File: src/rtl/register_file.sv
`default_nettype none
// ==== register_file : 32 x 64-bit ARM GPR file, X31 reads as XZR, same-cycle write bypass | rev 1.0 ====
module register_file #(
  parameter int DATA_W   = 64,
  parameter int ADDR_W   = 5,
  parameter int NUM_REGS = 32,
  parameter int ZERO_REG = 31,
  parameter int BYPASS   = 1
) (
  input  logic              CLK,
  input  logic              RST_n,
  input  logic [ADDR_W-1:0] ReadReg1,
  input  logic [ADDR_W-1:0] ReadReg2,
  input  logic              RegWrite,
  input  logic [ADDR_W-1:0] WriteReg,
  input  logic [DATA_W-1:0] WriteData,
  output logic [DATA_W-1:0] ReadData1,
  output logic [DATA_W-1:0] ReadData2,
  output logic [15:0]       WriteCount
);

  localparam logic [ADDR_W-1:0] ZERO_ADDR = ADDR_W'(ZERO_REG);
  localparam bit                BYPASS_EN = (BYPASS != 0);

  logic [DATA_W-1:0] mem [NUM_REGS];
  logic              wr_in_range;
  logic              rd1_in_range;
  logic              rd2_in_range;
  logic              wr_hit;
  logic              bypass_ok;

  // Only a partially populated address space needs the out-of-range guard.
  generate
    if (NUM_REGS < (1 << ADDR_W)) begin : g_range_check
      assign wr_in_range  = (32'(WriteReg) < NUM_REGS);
      assign rd1_in_range = (32'(ReadReg1) < NUM_REGS);
      assign rd2_in_range = (32'(ReadReg2) < NUM_REGS);
    end else begin : g_full_range
      assign wr_in_range  = 1'b1;
      assign rd1_in_range = 1'b1;
      assign rd2_in_range = 1'b1;
    end
  endgenerate

  assign wr_hit    = RegWrite && (WriteReg != ZERO_ADDR) && wr_in_range;
  assign bypass_ok = BYPASS_EN && RST_n && wr_hit;

  always_ff @(posedge CLK or negedge RST_n) begin
    if (!RST_n) begin
      for (int i = 0; i < NUM_REGS; i++) begin
        mem[i] <= '0;
      end
      WriteCount <= '0;
    end else if (wr_hit) begin
      mem[WriteReg] <= WriteData;
      if (WriteCount != 16'hFFFF) begin
        WriteCount <= WriteCount + 16'd1;
      end
    end
  end

  always_comb begin
    ReadData1 = mem[ReadReg1];
    if (!RST_n || !rd1_in_range || (ReadReg1 == ZERO_ADDR)) begin
      ReadData1 = '0;
    end else if (bypass_ok && (WriteReg == ReadReg1)) begin
      ReadData1 = WriteData;
    end
  end

  always_comb begin
    ReadData2 = mem[ReadReg2];
    if (!RST_n || !rd2_in_range || (ReadReg2 == ZERO_ADDR)) begin
      ReadData2 = '0;
    end else if (bypass_ok && (WriteReg == ReadReg2)) begin
      ReadData2 = WriteData;
    end
  end

endmodule
`default_nettype wire
File: config.mk
export PLATFORM = sky130hd
export DESIGN_NAME = register_file
export DESIGN_NICKNAME = d
export VERILOG_FILES = /design/src/rtl/register_file.sv
export SDC_FILE = /design/constraint.sdc
export NUM_CORES = 2
export LEC_CHECK = 0
export CORE_UTILIZATION = 57
export DETAILED_ROUTE_END_ITERATION = 10
export GPL_TIMING_DRIVEN = 0
export PLACE_DENSITY_LB_ADDON = 0.05
export SLEW_MARGIN = 20
export SYNTH_ARGS = -nofsm -noshare
export SYNTH_HDL_FRONTEND = slang
export SYNTH_SLANG_ARGS = --single-unit
File: constraint.sdc
create_clock -name CLK -period 2.3 [get_ports CLK]
set_input_delay 0.23 -clock CLK [delete_from_list [all_inputs] [get_ports CLK]]
set_output_delay 0.23 -clock CLK [all_outputs]
set_load 0.1 [all_outputs]
# After elaboration in Yosys (flattened, before gate mapping)
# Index checks and enable logic that the tools add are counted.
# Widths: inputs -> output; s select.
[word_totals]
output_inout_bits = 144
register_bits = 2064
elab_cells = 69
in_bits = 82
[classes]
n_bitwise = 3
n_mux = 13
n_eq_ne = 6
n_reduce_logical = 9
order_cmp = 4
add_sub_neg = 1
[op_table]
columns = ["cell", "count"]
rows = [
  ["$bwmux 2048", 1],
  ["$bmux 64 s5", 2],
  ["$mux 64", 9],
  ["$demux 64 s5", 1],
  ["$ge 6x6->1 const B", 3],
  ["$not 5->6", 3],
  ["$add 16x1->16 const B", 1],
  ["$ne 16x16->1 const B", 1],
  ["$eq 5x5->1", 2],
  ["$eq 5x5->1 const B", 2],
  ["$lt 6x1->1 const B", 1],
  ["$logic_and 1x1->1", 5],
  ["$ne 5x5->1 const B", 1],
  ["$logic_or 1x1->1", 2],
  ["$reduce_and 2->1", 1],
  ["$logic_not 1->1", 1],
]

# Depth between registers and ports, before layout
[depth]
ltp_word = 6
mapped_depth = 10
mapped_depth_nobuf = 6

# Least setup slack after synthesis
# OpenSTA, ideal clock, no wires.
[synth_path]
path_type = "in2out"
from = "in ReadReg1[0]"
to = "out ReadData1[13]"
stages = 10
arrival_ns = 3.719
n_path_buf = 5
setup_slack_ns = -1.649
cell_sequence = "buf_6 -> buf_8 -> buf_8 -> buf_12 -> buf_6 -> mux2i_1 -> a221o_1 -> o21ai_0 -> a31oi_1 -> o21ai_0"
[synth_via]
elab_chain_len = 6
word_cells_on_any_way = 10
[synth_rtl]
columns = ["element", "line_no", "rtl"]
rows = [
  ["from (decl)", "12", "input logic [ADDR_W-1:0] ReadReg1,"],
  ["$not 5->6 (not written as such)", "63", "ReadData1 = mem[ReadReg1];"],
  ["$bmux 64 s5", "63", ""],
  ["$mux 64 (not written as such) (2 in series)", "63", ""],
  ["$mux 64", "66", "end else if (bypass_ok && (WriteReg == ReadReg1)) begin"],
  ["$mux 64 *", "64", "if (!RST_n || !rd1_in_range || (ReadReg1 == ZERO_ADDR)) begin"],
  ["to (decl)", "17", "output logic [DATA_W-1:0] ReadData1,"],
]
# Mark *: on every way between the ends. The rest lies on a longest branch, timed or not. The select of a mux whose other input is x is not followed.

# Worst setup path in the final report
[layout_path]
from = "in ReadReg2[1]"
to = "out ReadData2[12]"
[layout_via]
elab_chain_len = 6
word_cells_on_any_way = 10
[layout_rtl]
columns = ["element", "line_no", "rtl"]
rows = [
  ["from (decl)", "13", "input logic [ADDR_W-1:0] ReadReg2,"],
  ["$not 5->6 (not written as such)", "72", "ReadData2 = mem[ReadReg2];"],
  ["$bmux 64 s5", "72", ""],
  ["$mux 64 (not written as such) (2 in series)", "72", ""],
  ["$mux 64", "75", "end else if (bypass_ok && (WriteReg == ReadReg2)) begin"],
  ["$mux 64 *", "73", "if (!RST_n || !rd2_in_range || (ReadReg2 == ZERO_ADDR)) begin"],
  ["to (decl)", "18", "output logic [DATA_W-1:0] ReadData2,"],
]
# Marked as above.

==> qor.csv <==
stage,metric,value,unit
status,outcome,"finished, violations left",
status,violations,"negative hold slack, negative setup slack",
grt,track_usage,0.515,
placed_design,place_hpwl,314000,µm
worst_setup_path,r2r_cells,6,
cts,cts_inserted_buffers,222,
power_and_ir_drop,seqPwrFrac,0.409,
sta,rsz0062_at_grt,true,
grt,grt-ovfl-total,0,
floorplan,num_rows,160,
sta,fin_crit_sh,1.41,
power_and_ir_drop,p_int,0.0817,W
synthesis,synth_common_cells,"2064 x dfrtp_1, 2021 x mux2_2, 1172 x mux4_2, 492 x clkbuf_1, 217 x buf_2",
worst_setup_path,reg2reg_from,WriteCount[3],
grt,grt_pass1_wl,662000,µm
synthesis,ys_types,53,
synthesis,synth_edf_count,0,
sta,setup_viol,662,
placed_design,detailedPlace.worstSlack,-3.22,ns
synthesis,syn-cell-area,0.110,mm²
synthesis,yosysTopAreaCell,dfrtp_1,
cells_and_area,regArea,0.0517,mm²
sta,finalHoldViolations,99,
cts,cts_htree_levels,4,
job,drv_cap,0,
synthesis,synthFlopType,dfrtp_1,
detailed_routing,drtAntennaViolNets,0,
cts,path_clk_slew,0.06,ns
power_and_ir_drop,powerDensity,889,mW/mm²
worst_setup_path,worst-r2r-setup-slack,0.23,ns
cells_and_area,final_util,0.696,
detailed_routing,drt-initial-drc-count,12053,
sta,tns,-209.78,ns
synthesis,avgSynthCellArea,16.0,µm²
cells_and_area,fill_cells,12722,
sta,holdWs,-0.176,ns
power_and_ir_drop,ir_drop,984,µV
cells_and_area,areaGrowthSynthToFinish,20.7,%
worst_setup_path,path_max_fanout,10,
sta,fmax,0.309,GHz
cells_and_area,multiInputGateArea,0.0577,mm²
sta,worst_slew_pin_slew,1.27,ns
power_and_ir_drop,p_total,0.118,W
placed_design,detailed_place.area,0.120,mm²
synthesis,syn-num-nets,6959,
power_and_ir_drop,swShare,0.308,
sta,slew_headroom,0.150,
sta,setup_slack,-0.934,ns
cts,cts_sinks,2064,
placed_design,gp_congestion,1.01,
hold_path,hold_path_class,in -> async,
detailed_routing,drt-vias-per-instance,7.76,
cells_and_area,design_area,0.133,mm²
detailed_routing,firstDrtPassIters,8,
power_and_ir_drop,p_sw,0.0363,W
cts,cts_root_buf,clkbuf_16,
synthesis,netlist_instances,6876,
synthesis,netlist_top_cells_area,"dfrtp_1 47%, mux4_2 24%, mux2_2 21%, mux2i_1 1.8%, clkbuf_1 1.7%",
detailed_routing,drc,0,
floorplan,die_h,441,µm
worst_setup_path,worst-endpoint-required,2.07,ns
cells_and_area,drive_gt1_frac,0.613,
floorplan,coreArea,0.191,mm²
sta,final-max-slew-violation-count,0,
synthesis,yosys_warnings,0,
worst_setup_path,start_kind,input port,
synthesis,yosysTopAreaCellShare,0.470,
floorplan,initial_core_util,0.576,
synthesis,ys_seq_elements,2064,
detailed_routing,routedWlPerCell,48.2,µm
cells_and_area,nets,7620,
power_and_ir_drop,p_comb_frac,0.272,
worst_setup_path,crit_path_end_kind,output port,
cts,clock_latency,0.91,ns
sta,period_needed,3.23,ns
detailed_routing,totalWireLength,496000,µm
cts,clockBufferDepth,3,
floorplan,io_pins,226,
synthesis,ys_seq_area_frac,0.470,
cts,cts_tree,built,
sta,clock-skew-final,0.0212,ns
floorplan,dieArea,0.195,mm²
grt,antenna_found_initial,44,
floorplan,die_x,441,µm
placed_design,port_buffers,213,
power_and_ir_drop,p_leak,56.4,nW
power_and_ir_drop,clock_power_share,0.319,
worst_setup_path,critPathKind,in -> out,
worst_setup_path,cp.arrival,3.00,ns
grt,grt_pass1_vias,77543,
synthesis,postSynth.asyncResetShare,1.00,
worst_setup_path,r2r-end,WriteCount[15],
synthesis,post-synth-top-count-cell,dfrtp_1,
detailed_routing,vias,79819,
grt,grt_max_degree,151,
[kinds of logic after synthesis]
| logic type | after synthesis | share of synthesized area |
|---|---|---|
| mux | 3392 | 0.465 |
| flops | 2064 | 0.470 |
| buf+inv | 811 | 0.0329 |
| compound gates | 311 | 0.0184 |
| simple gates | 272 | 0.0114 |
| xor+xnor | 25 | 0.00199 |
| fa+ha+maj | 1 | 0.000114 |
[worst max-delay path by stage]
stage | startpoint | endpoint | slack, ns | cells after the start
floorplan | ReadReg1[0] | ReadData1[13] | -0.39 | 10
global placement | RST_n | WriteCount[3] | -100.16 | 1
detailed placement | RST_n | ReadData1[48] | -3.22 | 8
CTS | mem[1082] | ReadData1[58] | -0.91 | 5
global route | mem[1146] | ReadData1[58] | -0.89 | 5
finish | ReadReg2[1] | ReadData2[12] | -0.93 | 8
[layout by cell type, fill, tap and decap left out, types with 13 or more instances in the layout]
cell type / n
clkbuf_2: 68
clkinv_2: 41
buf_4: 186
nor2_1: 20
clkbuf_4: 68
mux2i_2: 21
buf_2: 117
mux2i_1: 120
buf_8: 57
nor2_4: 49
clkdlybuf4s50_1: 66
dfrtp_1: 2058
bufinv_16: 16
diode_2: 47
nand2_1: 107
buf_12: 209
clkbuf_1: 367
o22ai_4: 24
buf_6: 43
o21ai_4: 85
mux2i_4: 58
a221oi_1: 19
clkbuf_8: 92
xnor2_1: 19
a221o_1: 15
clkbuf_16: 233
clkdlybuf4s15_2: 18
o21ai_0: 31
nand3b_1: 18
mux4_2: 1172
mux2_4: 13
mux2_2: 2008
o211ai_1: 35
o22ai_1: 29
buf_16: 44
[sequential cells by signal (all words and copies together) (netlist names)]
register	cells
mem	2048
WriteCount	16
[through the flow]
step	std cells	hold slack, ns
5_1_grt	10241	-0.0801
3_5_place_dp	9657	0.261
2_1_floorplan	6876	-0.0656
4_1_cts	10197	-0.571
6_report	10283	-0.176
3_3_place_gp	9600	0.451
[power by group through the flow]
| stage | clock [W] | sequential [W] | combinational, W |
|---|---|---|---|
| global placement | 0 | 0.0483 | 0.0267 |
| floorplan | 0 | 0.0474 | 0.0205 |
| detailed placement | 0 | 0.0486 | 0.0285 |
| CTS | 0.0374 | 0.0479 | 0.0308 |
| finish | 0.0377 | 0.0482 | 0.0321 |
| global route | 0.0388 | 0.0490 | 0.0328 |
[final cells by class]
cell class | count | area share
timing repair buffer | 439 | 0.0495
buffer | 804 | 0.0447
multi-input combinational | 4001 | 0.435
tap | 2511 | 0.0237
inverter | 5 | 0.000160
clock inverter | 71 | 0.00648
clock buffer | 341 | 0.0503
sequential | 2064 | 0.389
antenna | 47 | 0.000886
[critical path, stage by stage]
cell     delay, ns
buf_2         0.29
buf_4         0.43
buf_4         0.44
mux4_2        0.37
mux4_2        0.64
mux2i_4       0.24
o21ai_4       0.11
buf_12        0.18
[what timing repair did]
| item | CTS | global route |
|---|---|---|
| hold endpoints to repair | 744 | 307 |
| resized for setup | 1661 | 110 |
| endpoints found under the setup margin | 451 | 286 |
| hold buffers | 12 | 11 |
| buffers inserted | 113 | 27 |
| cloned | 5 | 1 |
| pin swaps | 109 | 46 |
[metal layers]
layer  global-route usage  up-vias  wire length [µm]
li1                     -    28277                 -
met1                0.612    42259            165000
met2                0.678     7013            200000
met3                0.280     2222             78600
met4                0.429       48             50900
met5               0.0450        -              1240
Power figures use the tool's default switching activity.
